--- config.mk ---
export PLATFORM = sky130hd
export DESIGN_NAME = data_bus_node
export DESIGN_NICKNAME = d
export VERILOG_FILES = /design/src/rtl/data_bus_pkg.sv /design/src/rtl/data_bus_rx_fifo.sv /design/src/rtl/data_bus_node.sv
export SDC_FILE = /design/constraint.sdc
export NUM_CORES = 1
export LEC_CHECK = 0
export CAP_MARGIN = 30
export CORE_ASPECT_RATIO = 0.9
export CORE_MARGIN = 5
export CORE_UTILIZATION = 55
export CTS_BUF_LIST = sky130_fd_sc_hd__clkbuf_16
export DETAILED_ROUTE_END_ITERATION = 16
export HOLD_SLACK_MARGIN = 0.03
export PLACE_DENSITY = 0.9
export REMOVE_ABC_BUFFERS = 1
export SLEW_MARGIN = 20
export SYNTH_ARGS = -nofsm -noshare
export SYNTH_HDL_FRONTEND = slang
export SYNTH_SLANG_ARGS = --single-unit
--- constraint.sdc ---
create_clock -name clk -period 8.19 [get_ports clk]
set_input_delay 2.457 -clock clk [delete_from_list [all_inputs] [get_ports clk]]
set_output_delay 2.457 -clock clk [all_outputs]
set_load 0.02 [all_outputs]
--- src/rtl/data_bus_pkg.sv ---
// Shared definitions for the data_bus_node slice: FSM states, header field layout, opcodes.
package data_bus_pkg;

   typedef enum logic [2:0] {
      ST_IDLE     = 3'd0,
      ST_CTRL_HDR = 3'd1,
      ST_WAIT     = 3'd2,
      ST_OWN      = 3'd3,
      ST_LISTEN   = 3'd4,
      ST_SKIP     = 3'd5
   } state_e;

   // Header beat: opcode in the low bits, then src ID, then dst ID.
   localparam int HDR_OPC_LSB = 0;
   localparam int HDR_OPC_W   = 2;
   localparam int HDR_SRC_LSB = HDR_OPC_LSB + HDR_OPC_W;

   localparam logic [HDR_OPC_W-1:0] OP_DATA  = 2'd0;
   localparam logic [HDR_OPC_W-1:0] OP_READ  = 2'd1;
   localparam logic [HDR_OPC_W-1:0] OP_WRITE = 2'd2;
   localparam logic [HDR_OPC_W-1:0] OP_CTRL  = 2'd3;

   function automatic int hdr_dst_lsb(input int id_w);
      return HDR_SRC_LSB + id_w;
   endfunction

endpackage

--- src/rtl/data_bus_rx_fifo.sv ---
// Receive FIFO for data_bus_node: first-word-fall-through, full refuses pushes.
module data_bus_rx_fifo #(
   parameter int WIDTH = 9,
   parameter int DEPTH = 4
) (
   input  logic             clk,
   input  logic             rst_n,
   input  logic             push_i,
   input  logic [WIDTH-1:0] wdata_i,
   input  logic             pop_i,
   output logic [WIDTH-1:0] rdata_o,
   output logic             full_o,
   output logic             empty_o
);

   localparam int AW = $clog2(DEPTH);

   logic [WIDTH-1:0] mem_q [DEPTH];
   logic [AW-1:0]    wr_q, rd_q;
   logic [AW:0]      cnt_q;
   logic             do_push, do_pop;

   assign full_o  = cnt_q == (AW+1)'(DEPTH);
   assign empty_o = cnt_q == '0;
   assign do_push = push_i && !full_o;
   assign do_pop  = pop_i && !empty_o;
   // Head is masked while empty so the receive data port reads zero.
   assign rdata_o = empty_o ? '0 : mem_q[rd_q];

   always_ff @(posedge clk or negedge rst_n) begin
      if (!rst_n) begin
         wr_q  <= '0;
         rd_q  <= '0;
         cnt_q <= '0;
      end else begin
         if (do_push) wr_q <= wr_q + AW'(1);
         if (do_pop)  rd_q <= rd_q + AW'(1);
         if (do_push && !do_pop)      cnt_q <= cnt_q + (AW+1)'(1);
         else if (do_pop && !do_push) cnt_q <= cnt_q - (AW+1)'(1);
      end
   end

   always_ff @(posedge clk) begin
      if (do_push) mem_q[wr_q] <= wdata_i;
   end

endmodule

--- src/rtl/data_bus_node.sv ---
// Shared-bus node: controller header issue, source grant wait, ownership and RX capture.
// Optional DATA_BUS_NODE_PARITY_EN adds even parity on the bus with a sticky error flag.
module data_bus_node
   import data_bus_pkg::*;
#(
   parameter int              DATA_W   = 8,
   parameter int              ID_W     = 2,
   parameter int              RX_DEPTH = 4,
   parameter int              WAIT_CYC = 3,
   parameter logic [ID_W-1:0] CTRL_ID  = '1
) (
   input  logic              clk,
   input  logic              rst_n,
   input  logic [ID_W-1:0]   node_id,
   input  logic              send_valid,
   input  logic [DATA_W-1:0] send_data,
   input  logic              send_last,
   output logic              send_ready,
   output logic              recv_valid,
   output logic [DATA_W-1:0] recv_data,
   output logic              recv_last,
   input  logic              recv_ready,
   output logic [DATA_W-1:0] bus_data_o,
   output logic              bus_valid_o,
   output logic              bus_last_o,
   input  logic [DATA_W-1:0] bus_data_i,
   input  logic              bus_valid_i,
   input  logic              bus_last_i,
   output logic              bus_ready_o,
   input  logic              bus_ready_i
`ifdef DATA_BUS_NODE_PARITY_EN
   ,
   output logic              bus_par_o,
   input  logic              bus_par_i,
   output logic              par_err
`endif
);

   localparam int DST_LSB = hdr_dst_lsb(ID_W);
   localparam int CW      = (WAIT_CYC > 1) ? $clog2(WAIT_CYC) : 1;

   if (DATA_W < 2*ID_W + 2) begin : g_bad_width
      $error("data_bus_node: DATA_W too narrow to hold opcode, src and dst");
   end

   state_e          state_q, state_d;
   logic [CW-1:0]   cnt_q, cnt_d;
   logic [ID_W-1:0] src_q, src_d, dst_q, dst_d;
   logic [ID_W-1:0] hdr_src, hdr_dst;
   logic            is_ctrl, xfer, hdr_phase, hdr_hit, addressed;
   logic            drive_hdr, own, drive, push, full, empty;
   logic [DATA_W:0] head;

   assign is_ctrl   = node_id == CTRL_ID;
   assign xfer      = bus_valid_i && bus_ready_i;
   assign hdr_src   = bus_data_i[HDR_SRC_LSB +: ID_W];
   assign hdr_dst   = bus_data_i[DST_LSB +: ID_W];
   assign hdr_phase = (state_q == ST_IDLE) || (state_q == ST_CTRL_HDR);
   assign hdr_hit   = bus_valid_i && (hdr_src == node_id || hdr_dst == node_id || is_ctrl);
   assign addressed = hdr_phase ? hdr_hit
                    : (state_q != ST_SKIP) && (src_q == node_id || dst_q == node_id || is_ctrl);

   // rst_n gates the controller header path so nothing reaches the bus during reset.
   assign drive_hdr   = rst_n && hdr_phase && is_ctrl && send_valid;
   assign own         = state_q == ST_OWN;
   assign drive       = drive_hdr || own;
   assign bus_data_o  = drive ? send_data : '0;
   assign bus_valid_o = drive && send_valid;
   assign bus_last_o  = drive && send_last;
   assign send_ready  = drive && bus_ready_i;
   assign bus_ready_o = addressed ? !full : 1'b1;
   assign push        = xfer && addressed;

   always_comb begin
      state_d = state_q;
      cnt_d   = cnt_q;
      src_d   = src_q;
      dst_d   = dst_q;
      case (state_q)
         ST_IDLE, ST_CTRL_HDR: begin
            if (xfer) begin
               src_d = hdr_src;
               dst_d = hdr_dst;
               cnt_d = '0;
               if (hdr_src == node_id)                 state_d = ST_WAIT;
               else if (hdr_dst == node_id || is_ctrl) state_d = ST_LISTEN;
               else                                    state_d = ST_SKIP;
            end else begin
               state_d = drive_hdr ? ST_CTRL_HDR : ST_IDLE;
            end
         end
         ST_WAIT: begin
            if (!xfer) begin
               if (cnt_q == CW'(WAIT_CYC - 1)) begin
                  state_d = ST_OWN;
                  cnt_d   = '0;
               end else begin
                  cnt_d = cnt_q + CW'(1);
               end
            end
         end
         default: ;
      endcase
      // A closing beat ends the packet for every node, header-only packets included.
      if (xfer && bus_last_i) begin
         state_d = ST_IDLE;
         cnt_d   = '0;
         src_d   = '1;
         dst_d   = '1;
      end
   end

   always_ff @(posedge clk or negedge rst_n) begin
      if (!rst_n) begin
         state_q <= ST_IDLE;
         cnt_q   <= '0;
         src_q   <= '1;
         dst_q   <= '1;
      end else begin
         state_q <= state_d;
         cnt_q   <= cnt_d;
         src_q   <= src_d;
         dst_q   <= dst_d;
      end
   end

   data_bus_rx_fifo #(
      .WIDTH(DATA_W + 1),
      .DEPTH(RX_DEPTH)
   ) u_rx_fifo (
      .clk    (clk),
      .rst_n  (rst_n),
      .push_i (push),
      .wdata_i({bus_last_i, bus_data_i}),
      .pop_i  (recv_valid && recv_ready),
      .rdata_o(head),
      .full_o (full),
      .empty_o(empty)
   );

   assign recv_valid = !empty;
   assign recv_last  = head[DATA_W];
   assign recv_data  = head[DATA_W-1:0];

`ifdef DATA_BUS_NODE_PARITY_EN
   logic par_err_q;

   assign bus_par_o = ^bus_data_o;
   assign par_err   = par_err_q;

   always_ff @(posedge clk or negedge rst_n) begin
      if (!rst_n)                                   par_err_q <= 1'b0;
      else if (push && ((^bus_data_i) != bus_par_i)) par_err_q <= 1'b1;
   end
`endif

endmodule

## Yosys cells after proc, flatten, opt, wreduce, memory -nomap -nowiden

Memories as Yosys holds them, arrays and structs flattened.
Cells that the tools add are included.

| word-level totals | value |
|---|---|
| latch bits | 0 |
| bits in read-only memories | 0 |
| bits in writable memories | 36 |
| flip-flop bits (word level) | 16 |
| memories | 1 |
| word-level logic and storage cells | 91 |
| output and inout port bits | 22 |

Memory list:

| memory | words | bits a word | rd ports | clocked after memory_dff | write ports | RTL line | text |
|---|---|---|---|---|---|---|---|
| u_rx_fifo.mem_q | 4 | 9 | 1 | 0 | 1 | data_bus_rx_fifo.sv:18 | `logic [WIDTH-1:0] mem_q [DEPTH];` |

| cells by class | value |
|---|---|
| shift operators | 0 |
| reductions and logical operators | 37 |
| bitwise gates (word level) | 0 |
| eq/ne operators | 14 |
| magnitude comparators | 0 |
| $mul | 0 |
| div/mod/pow operators | 0 |
| muxes and demuxes | 27 |
| add/sub/neg operators | 5 |

Operators by type and width:

| operator | count |
|---|---|
| $mux W3 | 7 |
| $mux W2 | 10 |
| $logic_and A1 B1 Y1 | 16 |
| $ne A3 B3 Y1 const B | 4 |
| $mux W9 | 1 |
| $eq A2 B2 Y1 | 4 |
| $mux W8 | 1 |
| $logic_or A1 B1 Y1 | 7 |
| $add A2 B1 Y2 const B | 3 |
| $eq A3 B2 Y1 const B | 2 |
| $logic_not A3 Y1 | 2 |
| $mux W1 | 6 |
| $pmux W3 S2 | 1 |
| $reduce_and A3 Y1 | 2 |
| $reduce_bool A2 Y1 | 3 |
| $eq A2 B2 Y1 const B | 2 |
| $logic_not A1 Y1 | 4 |
| $pmux W2 S2 | 1 |
| $add A3 B1 Y3 const B | 1 |
| $eq A3 B1 Y1 const B | 1 |
| $eq A3 B3 Y1 const B | 1 |
| $reduce_bool A3 Y1 | 1 |
| $sub A3 B1 Y3 const B | 1 |
| $reduce_and A2 Y1 | 1 |
| $reduce_or A2 Y1 | 1 |

## Longest topological paths before layout

Gate-level depths: netlist of the first run.

| logic depth | value |
|---|---|
| depth after elaboration | 11 |
| gate-level depth with buffers | 12 |

## Modules after synthesis

From an unflattened synthesis of the first run, not the netlist that was laid out.

| unflattened totals | value |
|---|---|
| cells, all modules | 179 |
| area, all modules | 2488.6 um2 |

Modules (own cells, without submodules):

| module | area each (um2) | sequential area each (um2) | instances | cells an instance |
|---|---|---|---|---|
| data_bus_rx_fifo | 1785.5 | 1256.2 | 1 | 93 |
| data_bus_node | 703.2 | 230.2 | 1 | 86 |

## Least setup slack after synthesis of the first run

No wires, ideal clock.

| timing path | value |
|---|---|
| kind | input -> output |
| start point | input port node_id[0] |
| end point | output port bus_ready_o |
| data arrival time | 3.593 ns |
| required time | 5.733 ns |
| slack | 2.140 ns |
| cell stages on the path | 5 |
| cell sequence | clkbuf_1 > a221o_1 > a221o_1 > a32oi_1 > or2_2 |

| on the way | value |
|---|---|
| cells in the longest elaborated chain, start to end | 6 |
| elaborated cells between the ends (all ways) | 13 |

RTL lines:

| item | RTL line | text |
|---|---|---|
| from (decl) | data_bus_node.sv:14 | `input logic [ID_W-1:0] node_id,` |
| $eq A2 B2 Y1 (on tied branches) | data_bus_node.sv:61, data_bus_node.sv:59 |  |
| $logic_or A1 B1 Y1 (on tied branches) (2 in series) | data_bus_node.sv:61, data_bus_node.sv:59 |  |
| $logic_and A1 B1 Y1 (on tied branches) | data_bus_node.sv:61, data_bus_node.sv:59 |  |
| $mux W1 (*) | data_bus_node.sv:60 | `assign addressed = hdr_phase ? hdr_hit` |
| $mux W1 (*) | data_bus_node.sv:71 | `assign bus_ready_o = addressed ? !full : 1'b1;` |
| to (decl) | data_bus_node.sv:29 | `output logic bus_ready_o,` |

Mark *: on every way between the ends. The rest lies on a longest branch, timed or not.

## Worst setup path in the final report of the first run

| timing path | value |
|---|---|
| start point | input port bus_data_i[4] |
| end point | output port bus_ready_o |

| on the way | value |
|---|---|
| cells in the longest elaborated chain, start to end | 6 |

RTL lines:

| item | RTL line | text |
|---|---|---|
| from (decl) | data_bus_node.sv:26 | `input logic [DATA_W-1:0] bus_data_i,` |
| $eq A2 B2 Y1 | data_bus_node.sv:59 | `assign hdr_hit = bus_valid_i && (hdr_src == node_id \|\| hdr_dst == node_id \|\| is_ctrl);` |
| $logic_or A1 B1 Y1 (2 in series) | data_bus_node.sv:59 |  |
| $logic_and A1 B1 Y1 | data_bus_node.sv:59 |  |
| $mux W1 | data_bus_node.sv:60 |  |
| $mux W1 | data_bus_node.sv:71 |  |

No other way between the ends.

==> impl_metrics.py, run 1 <==
metrics = {
    "outcome": {
        "run_status": "finished clean",
    },
    "critical_path": {
        "endpoint_kind": "primary output",
        "timing.critical_path.slowest_cell_delay_ps": 600,
        "criticalPathCategory": "in2out",
        "worst_setup_path_start_kind": "input pin",
        "worst-path-max-fanout": 8,
        "cp_data_arrival_time_ps": 4620,
        "slowest_stage": "sky130_fd_sc_hd__clkdlybuf4s50_1",
        "critPathMostFrequentCell": "sky130_fd_sc_hd__clkdlybuf4s50_1",
        "timing.critical_path.cells": "clkdlybuf4s50_1 > nor2b_1 > o31ai_1 > nand3_1 > a32oi_1 > or2_2 > clkdlybuf4s50_1",
        "regToRegSetupSlack_ps": 5430,
        "regToRegEndpoint": "u_rx_fifo.cnt_q[1]",
        "worst-r2r-cell-count": 9,
        "worstPathRequired_ps": 5730,
        "timing.rr.start": "src_q[0]",
    },
    "sta": {
        "tightestPinTransition_ps": 866.3,
        "final_critical_path_setup_slack_ps": 1117,
        "maxSlewHeadroom_pct": 42.04,
        "finalSetupTns_ps": 0,
        "fin_skew_ps": 5.759,
        "fmaxAchievable_ghz": 0.1414,
        "finalHoldViolations": 0,
        "finalSetupViolCount": 0,
        "unrepaired_setup_endpoints_after_global_routing": "false",
        "period_needed_ps": 7073,
        "final.period_utilization_pct": 86.36,
        "finalMaxSlewViolations": 0,
    },
    "place": {
        "post-dp-hpwl_mm": 3.514,
        "gpl_wtd_cong": 0.8890,
        "placed_cells": 289,
        "io_buffers": 47,
        "dpl_worst_slack_ps": 1137,
    },
    "route": {
        "remaining_drc_errors": 0,
        "routed-via-count": 1626,
        "routed_via_density": 5.475,
        "avgRoutedWirePerCell_um": 16.51,
        "drtIter0Drc": 112,
        "totalWireLength_mm": 4.902,
        "drt.antenna.violating_nets": 0,
        "drt_pass1_iterations": 4,
    },
    "die": {
        "core_area_um2": 4403,
        "pin_count": 48,
        "fp-row-count": 23,
        "die_width_um": 80.84,
        "initial_core_util_pct": 56.41,
        "fp.dieH_um": 73.75,
        "floorplan_die_area_um2": 5962,
    },
    "cts": {
        "ctsHtreeMaxLevel": 2,
        "cts_buffer_depth": 2,
        "ctsRootBufferMaster": "sky130_fd_sc_hd__clkbuf_16",
        "cts-buffers-inserted": 5,
        "cts_post_setup_buffers_inserted": 0,
        "clk_pin_slew_worst_paths_ps": 60,
        "clock_tree_from_tritoncts": "yes",
        "tritoncts_num_sinks": 52,
        "ctsResizeCount": 0,
        "insertion_delay_ps": 280,
        "cts_hold_buffers": 0,
    },
    "grt": {
        "grt_first_pass_wirelength_mm": 8.231,
        "grt.total_usage_pct": 18.29,
        "antenna_found_initial": 0,
        "grt_max_degree": 18,
        "grt-ovfl-total": 0,
        "first_global_vias": 1661,
    },
    "finish": {
        "final_layout_size_suffix_gt1_share_pct": 12.77,
        "num-fill-cells": 282,
        "instances_no_fill": 297,
        "final-seq-area_um2": 1486,
        "final_core_utilization_pct": 72.12,
        "area_growth_from_synthesis_to_layout_pct": 27.86,
        "multiInputGateArea_um2": 913.4,
        "layout.nets": 266,
        "antennaDiodeCount": 0,
    },
    "synthesis": {
        "post_synth.cell_area_avg_um2": 13.28,
        "syn-cell-area_um2": 2484,
        "postSynthRegisterBits": 52,
        "sequential_cell_area_fraction_in_the_yosys_report_pct": 59.85,
        "netlist_instances": 187,
        "synth-warning-count": 0,
        "synth_cell_type_count": 41,
    },
    "hold_path": {
        "hold_path_depth": 1,
        "holdCritPathClass": "reg2reg",
        "worstHoldStart": "u_rx_fifo.cnt_q[2]",
        "min_delay_worst_endpoint": "u_rx_fifo.cnt_q[2]",
    },
    "power": {
        "powerDensity_nw_per_um2": 306.1,
        "ir_drop_v": 0.0002245,
        "finalPower_mw": 0.9721,
        "p_leak_nw": 1.172,
    },
    "job": {
        "drv.max_cap_violation_count": 0,
    },
}
## registers in the layout, indices dropped and copies added, names as in the netlist
signal           count
cnt_q                2
dst_q                2
src_q                2
state_q              3
u_rx_fifo.cnt_q      3
u_rx_fifo.mem_q     36
u_rx_fifo.rd_q       2
u_rx_fifo.wr_q       2
## cells in the final DEF (no fill, tap or decap), types with 2 or more instances in the layout
master,Yosys,layout
sky130_fd_sc_hd__inv_1,13,13
sky130_fd_sc_hd__edfxtp_1,36,36
sky130_fd_sc_hd__mux2_2,2,2
sky130_fd_sc_hd__xor2_1,2,2
sky130_fd_sc_hd__xnor2_1,5,5
sky130_fd_sc_hd__o21ai_0,2,2
sky130_fd_sc_hd__dfstp_2,4,4
sky130_fd_sc_hd__o31ai_1,2,2
sky130_fd_sc_hd__nor2_1,13,13
sky130_fd_sc_hd__a21oi_1,8,8
sky130_fd_sc_hd__nand4_1,2,2
sky130_fd_sc_hd__nor3_1,5,5
sky130_fd_sc_hd__a31oi_1,2,2
sky130_fd_sc_hd__ha_1,5,5
sky130_fd_sc_hd__clkbuf_16,0,5
sky130_fd_sc_hd__mux4_2,9,9
sky130_fd_sc_hd__a21o_1,2,2
sky130_fd_sc_hd__o22ai_1,5,5
sky130_fd_sc_hd__nand2_1,4,4
sky130_fd_sc_hd__nor2b_1,2,2
sky130_fd_sc_hd__clkdlybuf4s50_1,0,47
sky130_fd_sc_hd__dfrtp_1,12,12
sky130_fd_sc_hd__a221o_1,2,2
sky130_fd_sc_hd__and2_1,23,23
sky130_fd_sc_hd__nand3_1,3,3
## cells in the mapped netlist (all sizes together)
master   n  area [µm²]
xor2     2       17.52
or3      1       6.260
o21ai    2       10.01
nand2b   1       6.260
a31oi    3       33.78
o21bai   1       7.510
o22ai    5       31.28
a221o    2       20.02
o22a     1       8.760
nor2    14       55.06
a21o     2       15.01
nand3    3       15.01
fa       1       20.02
and2    23       143.9
buf      1       5.000
a32oi    1       8.760
clkbuf   7       26.28
inv     14       52.55
nor3     5       25.02
or2      1       6.260
a21oi    8       40.04
xnor2    5       43.79
dfrtp   12       300.3
mux2     3       37.53
a22o     1       8.760
dfstp    4       105.1
nor2b    2       12.51
a31o     1       8.760
o31ai    2       15.01
or3b     1       8.760
nand2    4       15.01
nor4     1       6.260
edfxtp  36        1081
ha       5       62.56
a221oi   1       8.760
mux4     9       202.7
nand4    2       12.51
## routing by layer
layer  up-vias  track usage, %  part of all wire [%]  routed length, µm
met5         -               0                     0                  0
met4         0           3.940                   1.1                 54
met3         5           2.574                   3.1                150
met2        36           32.00                    53               2619
met1       806           24.37                    42               2077
li1        779               -                     -                  -
## where the power goes
part | switching, mW | internal (mW) | leakage, nW | total (mW)
clock network | 0.0854 | 0.143 | 0.0814 | 0.229
logic | 0.156 | 0.190 | 0.576 | 0.346
registers | 0.0618 | 0.335 | 0.514 | 0.397
## worst max-delay path: cells and delay by family
family,cells,cell delay (ps)
compound gates,2,520
simple gates,3,500
buf+inv,2,1150
## worst max-delay path by stage
| stage | from | end | slack, ps | cells past startpoint |
|---|---|---|---|---|
| finish | bus_data_i[4] | bus_ready_o | 1120 | 7 |
| global route | rst_n | bus_last_o | 960 | 7 |
| CTS | node_id[0] | bus_ready_o | 1120 | 6 |
| detailed placement | node_id[0] | bus_ready_o | 1140 | 6 |
| global placement | node_id[0] | bus_ready_o | 1160 | 6 |
| floorplan | node_id[0] | bus_ready_o | 2320 | 4 |
## cells by family after synthesis
group	share of synthesized area [%]
fa+ha+maj	3.325
buf+inv	3.375
simple gates	12.59
compound gates	8.715
mux	9.672
xor+xnor	2.469
flops	59.85
## layout make-up
type,count,area share (%)
Clock buffer,5,3.940
Clock inverter,3,1.340
Inverter,14,1.655
Multi-Input combinational cell,113,28.76
Sequential cell,52,46.81
Tap cell,62,2.443
Timing Repair Buffer,48,15.05
## per-stage QoR
stage | cell area (µm²) | hold slack, ps
6_report | 3176 | 493.1
4_1_cts | 3176 | 487.6
2_1_floorplan | 2452 | 447.6
3_5_place_dp | 3008 | 480.8
3_3_place_gp | 3008 | 472.3
5_1_grt | 3176 | 547.7
No activity file was read; power rests on OpenSTA's default activity.
==> run 2: changes to the inputs <==
--- a/config.mk
+++ b/config.mk
@@ -8,12 +8,14 @@
 export CAP_MARGIN = 30
 export CORE_ASPECT_RATIO = 0.9
 export CORE_MARGIN = 5
-export CORE_UTILIZATION = 55
+export CORE_UTILIZATION = 30
 export CTS_BUF_LIST = sky130_fd_sc_hd__clkbuf_16
 export DETAILED_ROUTE_END_ITERATION = 16
+export GPL_TIMING_DRIVEN = 0
 export HOLD_SLACK_MARGIN = 0.03
-export PLACE_DENSITY = 0.9
+export PLACE_DENSITY = 0.57
 export REMOVE_ABC_BUFFERS = 1
+export SKIP_CTS_REPAIR_TIMING = 1
 export SLEW_MARGIN = 20
 export SYNTH_ARGS = -nofsm -noshare
 export SYNTH_HDL_FRONTEND = slang
==> impl_metrics.py, run 2 (synthesis gave the netlist of run 1 again) <==
metrics = {
    "outcome": {
        "run_status": "finished clean",
    },
    "finish": {
        "largest_registers": "u_rx_fifo.mem_q: 36 flops, state_q: 3 flops, u_rx_fifo.cnt_q: 3 flops",
        "final_area_um2": 3201,
        "layout.nets": 265,
        "multiInputGateArea_um2": 913.4,
        "area_growth_from_synthesis_to_layout_pct": 28.87,
        "final_common_cell": "sky130_fd_sc_hd__clkdlybuf4s50_1",
        "num-fill-cells": 785,
        "antennaDiodeCount": 0,
        "final-seq-area_um2": 1486,
        "max_flop_register": "u_rx_fifo.mem_q",
        "largest_register_ff_count": 36,
        "instances_no_fill": 333,
        "mostFrequentLayoutCells": "47 x sky130_fd_sc_hd__clkdlybuf4s50_1, 36 x sky130_fd_sc_hd__edfxtp_1, 23 x sky130_fd_sc_hd__and2_1",
        "final_core_utilization_pct": 39.67,
        "final_layout_size_suffix_gt1_share_pct": 12.82,
    },
    "cts": {
        "tritoncts_num_sinks": 52,
        "clk_pin_slew_worst_paths_ps": 70,
        "cts-buffers-inserted": 5,
        "clock_tree_from_tritoncts": "yes",
        "ctsRootBufferMaster": "sky130_fd_sc_hd__clkbuf_16",
        "insertion_delay_ps": 300,
        "ctsHtreeMaxLevel": 2,
        "cts_buffer_depth": 2,
    },
    "sta": {
        "finalHoldViolations": 0,
        "finalSetupViolCount": 0,
        "unrepaired_setup_endpoints_after_global_routing": "false",
        "period_needed_ps": 7326,
        "fmaxAchievable_ghz": 0.1365,
        "final.period_utilization_pct": 89.45,
        "tightestPinTransition_ps": 884.5,
        "fin_hold_ws_ps": 476.9,
        "maxSlewHeadroom_pct": 40.81,
        "finalSetupTns_ps": 0,
        "fin_skew_ps": 9.758,
        "finalMaxSlewViolations": 0,
    },
    "route": {
        "totalWireLength_mm": 4.996,
        "drt.antenna.violating_nets": 0,
        "remaining_drc_errors": 0,
        "drt_pass1_iterations": 4,
        "drtIter0Drc": 48,
        "avgRoutedWirePerCell_um": 15.00,
        "routed-via-count": 1561,
        "routed_via_density": 4.688,
    },
    "die": {
        "core_area_um2": 8068,
        "fp.dieH_um": 96.32,
        "initial_core_util_pct": 30.78,
        "floorplan_die_area_um2": 10200,
        "fp-row-count": 31,
        "die_width_um": 105.9,
        "pin_count": 48,
    },
    "place": {
        "post-dp-hpwl_mm": 3.645,
        "dpl-instance-area_um2": 3047,
        "io_buffers": 47,
        "placed_cells": 325,
        "gpl_wtd_cong": 0.7728,
    },
    "job": {
        "drv.max_cap_violation_count": 0,
    },
    "hold_path": {
        "holdCritPathClass": "reg2reg",
    },
    "power": {
        "p_sw_share_pct": 32.71,
        "combinational_group_share_of_total_power_pct": 35.8,
        "ir_drop_v": 0.00009552,
        "clkPwrFrac_pct": 22.9,
        "powerDensity_nw_per_um2": 297.9,
        "p_int_mw": 0.6417,
        "netSwitchingPower_mw": 0.3119,
        "p_leak_nw": 1.162,
        "seq_power_share_pct": 41.3,
    },
    "grt": {
        "antenna_found_initial": 0,
        "grt_first_pass_wirelength_mm": 8.073,
        "grt.total_usage_pct": 10.41,
        "first_global_vias": 1606,
        "grt-ovfl-total": 0,
        "grt_max_degree": 20,
    },
    "critical_path": {
        "endpoint_kind": "primary output",
        "cp_data_arrival_time_ps": 4870,
        "worst-path-max-fanout": 17,
        "criticalPathCategory": "in2out",
        "worstPathRequired_ps": 5730,
        "worst_setup_path_start_kind": "input pin",
    },
}
## run 2: changes by cell type in the layout (fill, tap and decap cells not counted), sizes merged
| cell | before | now |
|---|---|---|
| inv | 14 | 17 |
| clkinv | 2 | 0 |
| buf | 1 | 0 |
| bufinv | 1 | 0 |
## run 2: per-layer routing
metal  global-route usage [%]  wire length, µm  vias up
met5                        0                0        -
met4                    3.452               61        0
met3                    3.756              246        6
met2                    16.77             2328       29
met1                    13.13             2360      752
li1                         -                -      774
## run 2: layout make-up
class | instances | share of cell area, %
clock inverters | 3 | 0.8991
inverters | 14 | 1.642
well taps | 99 | 3.870
repair buffers | 47 | 14.70
multi-input cells | 113 | 28.54
clock buffers | 5 | 3.909
flip-flops and latches | 52 | 46.44
## run 2: power by group through the flow
stage	logic, mW	clock network [mW]	registers (mW)
4_1_cts	0.347	0.225	0.396
6_report	0.341	0.219	0.394
3_5_place_dp	0.346	0	0.401
5_1_grt	0.372	0.238	0.403
2_1_floorplan	0.229	0	0.384
3_3_place_gp	0.342	0	0.400
## run 2: worst max-delay path: stages
cell,delay (ps)
sky130_fd_sc_hd__clkdlybuf4s50_1,980
sky130_fd_sc_hd__nand4_1,180
sky130_fd_sc_hd__nor3_1,250
sky130_fd_sc_hd__a31o_2,240
sky130_fd_sc_hd__and2_1,150
sky130_fd_sc_hd__clkdlybuf4s50_1,610
## run 2: worst paths after layout
path	from	to	slack, ps	cells past startpoint
hold / removal	u_rx_fifo.cnt_q[2]	u_rx_fifo.cnt_q[2]	480	1
hold reg to reg	u_rx_fifo.cnt_q[2]	u_rx_fifo.cnt_q[2]	480	1
setup reg to reg	src_q[0]	u_rx_fifo.cnt_q[1]	5410	9
setup / recovery	rst_n	send_ready	860	6
max in group asynchronous	rst_n	u_rx_fifo.cnt_q[1]	5090	1
min in group asynchronous	rst_n	u_rx_fifo.wr_q[1]	2610	1
## run 2: metrics by stage
step                total power, mW  setup slack [ps]
floorplan                    0.6129              2319
global placement             0.7420             750.3
detailed placement           0.7470             777.4
CTS                          0.9680             762.6
global route                  1.013             512.6
finish                       0.9536             864.0
==> run 3: changes to the inputs <==
--- a/config.mk
+++ b/config.mk
@@ -5,15 +5,15 @@
 export SDC_FILE = /design/constraint.sdc
 export NUM_CORES = 1
 export LEC_CHECK = 0
-export CAP_MARGIN = 30
+export CAP_MARGIN = 40
 export CORE_ASPECT_RATIO = 0.9
 export CORE_MARGIN = 5
-export CORE_UTILIZATION = 30
+export CORE_UTILIZATION = 35
 export CTS_BUF_LIST = sky130_fd_sc_hd__clkbuf_16
 export DETAILED_ROUTE_END_ITERATION = 16
 export GPL_TIMING_DRIVEN = 0
 export HOLD_SLACK_MARGIN = 0.03
-export PLACE_DENSITY = 0.57
+export PLACE_DENSITY = 0.64
 export REMOVE_ABC_BUFFERS = 1
 export SKIP_CTS_REPAIR_TIMING = 1
 export SLEW_MARGIN = 20
==> constraint.sdc (replaced) <==
create_clock -name clk -period 8.69 [get_ports clk]
set_input_delay 2.607 -clock clk [delete_from_list [all_inputs] [get_ports clk]]
set_output_delay 2.607 -clock clk [all_outputs]
set_load 0.02 [all_outputs]
==> impl_metrics.py, run 3 (synthesis gave the netlist of run 1 again) <==
metrics = {
    "outcome": {
        "run_status": "finished clean",
    },
    "route": {
        "detailroute.wirelength.met2_mm": 2.264,
        "remaining_drc_errors": 0,
        "wl_met1_mm": 2.274,
        "top_routing_layer_used": "met4",
        "drt_pass1_iterations": 4,
        "drtIter0Drc": 64,
        "routed_via_density": 4.861,
        "wl_met3_um": 173,
        "avgRoutedWirePerCell_um": 14.34,
        "drt.antenna.violating_nets": 0,
        "routed-via-count": 1609,
        "totalWireLength_mm": 4.746,
    },
    "cts": {
        "cts_buffer_depth": 2,
        "insertion_delay_ps": 280,
        "clock_tree_from_tritoncts": "yes",
        "ctsRootBufferMaster": "sky130_fd_sc_hd__clkbuf_16",
        "tritoncts_num_sinks": 52,
        "clk_pin_slew_worst_paths_ps": 70,
        "ctsHtreeMaxLevel": 2,
        "cts-buffers-inserted": 5,
    },
    "sta": {
        "fin_skew_ps": 5.555,
        "finalSetupViolCount": 0,
        "period_needed_ps": 7413,
        "finalMaxSlewViolations": 0,
        "fin_hold_ws_ps": 482.4,
        "finalSetupTns_ps": 0,
        "finalHoldViolations": 0,
        "fmaxAchievable_ghz": 0.1349,
        "unrepaired_setup_endpoints_after_global_routing": "false",
        "final.period_utilization_pct": 85.31,
        "tightestPinTransition_ps": 838.5,
        "maxSlewHeadroom_pct": 43.89,
    },
    "grt": {
        "grt_first_pass_wirelength_mm": 7.845,
        "grt-ovfl-total": 0,
        "grt_max_degree": 18,
        "antenna_found_initial": 0,
        "first_global_vias": 1505,
        "grt.total_usage_pct": 11.18,
    },
    "finish": {
        "final_common_cell": "sky130_fd_sc_hd__clkdlybuf4s50_1",
        "largest_register_ff_count": 36,
        "area_growth_from_synthesis_to_layout_pct": 30.63,
        "max_flop_register": "u_rx_fifo.mem_q",
        "layout.nets": 269,
        "mostFrequentLayoutCells": "47 x sky130_fd_sc_hd__clkdlybuf4s50_1, 36 x sky130_fd_sc_hd__edfxtp_1, 23 x sky130_fd_sc_hd__and2_1",
        "antennaDiodeCount": 0,
        "final_layout_size_suffix_gt1_share_pct": 13.87,
        "largest_registers": "u_rx_fifo.mem_q: 36 flops, state_q: 3 flops, u_rx_fifo.cnt_q: 3 flops",
    },
    "critical_path": {
        "worstPathRequired_ps": 6080,
        "timing.rr.start": "dst_q[0]",
        "critPathMostFrequentCell": "sky130_fd_sc_hd__clkdlybuf4s50_1",
        "timing.critical_path.cells": "clkdlybuf4s50_1 > nor2b_1 > o31ai_1 > nand3_1 > a32oi_1 > or2_2 > clkdlybuf4s50_1",
        "regToRegEndpoint": "u_rx_fifo.cnt_q[1]",
        "cp_data_arrival_time_ps": 4810,
        "worst-r2r-cell-count": 9,
        "criticalPathCategory": "in2out",
        "regToRegSetupSlack_ps": 5960,
        "timing.critical_path.slowest_cell_delay_ps": 600,
        "worst_setup_path_start_kind": "input pin",
        "worst-path-max-fanout": 8,
        "endpoint_kind": "primary output",
        "slowest_stage": "sky130_fd_sc_hd__clkdlybuf4s50_1",
    },
    "die": {
        "initial_core_util_pct": 35.65,
        "core_area_um2": 6967,
        "floorplan_die_area_um2": 8883,
        "pin_count": 48,
        "fp.dieH_um": 89.92,
        "die_width_um": 98.80,
        "fp-row-count": 29,
    },
    "power": {
        "p_leak_nw": 1.195,
        "powerDensity_nw_per_um2": 282.0,
        "ir_drop_v": 0.00009027,
        "finalPower_mw": 0.9148,
    },
    "hold_path": {
        "min_delay_worst_endpoint": "u_rx_fifo.cnt_q[2]",
        "hold_path_depth": 1,
        "holdCritPathClass": "reg2reg",
        "worstHoldStart": "u_rx_fifo.cnt_q[2]",
    },
    "place": {
        "gpl_wtd_cong": 0.7533,
        "post-dp-hpwl_mm": 3.479,
        "io_buffers": 47,
    },
    "job": {
        "drv.max_cap_violation_count": 0,
    },
}
==> run 3: metrics by stage <==
step / setup WS [ps] / std cells / area (µm²) / utilization, %
after global routing: 1078 / 331 / 3244 / 46.57
final: 1277 / 331 / 3244 / 46.57
after global placement: 958.1 / 319 / 3039 / 43.62
after floorplan: 2519 / 179 / 2452 / -
after detailed placement: 996.6 / 321 / 3054 / 43.84
after CTS: 986.6 / 329 / 3222 / 46.25
==> run 3: final cells by class <==
type / instances / area, µm²
clock inverters: 3 / 42.54
fillers: 640 / 3722
multi-input cells: 113 / 913.4
flip-flops and latches: 52 / 1486
clock buffers: 5 / 125.1
inverters: 14 / 52.55
well taps: 93 / 116.4
repair buffers: 51 / 508.0
==> run 3: power by group <==
part           total (mW)  leakage, nW  switching [mW]  internal (mW)
sequential          0.372        0.514          0.0561          0.316
combinational       0.324        0.595           0.143          0.181
clock               0.219       0.0856          0.0833          0.136
==> run 3: critical path, delay by kind of cell <==
kind,cells,cell delay [ps]
AOI/OAI and AO/OA,2,530
buffers and inverters,2,1160
and+or+nand+nor,3,510
==> run 3: routing by layer <==
metal / vias to the layer above / GRT usage (%)
li1: 778 / -
met1: 801 / 15.87
met2: 28 / 16.72
met3: 2 / 3.019
met4: 0 / 3.413
met5: - / 0
==> run 3: how the worst max path moves through the flow <==
| stage | to | slack, ps | start | cells after the start |
|---|---|---|---|---|
| 3_5_place_dp | bus_data_o[0] | 1000 | rst_n | 6 |
| 3_3_place_gp | bus_data_o[0] | 960 | rst_n | 6 |
| 2_1_floorplan | bus_ready_o | 2520 | node_id[0] | 4 |
| 4_1_cts | bus_valid_o | 990 | rst_n | 6 |
| 5_1_grt | bus_data_o[0] | 1080 | rst_n | 7 |
| 6_report | bus_ready_o | 1280 | bus_data_i[4] | 7 |
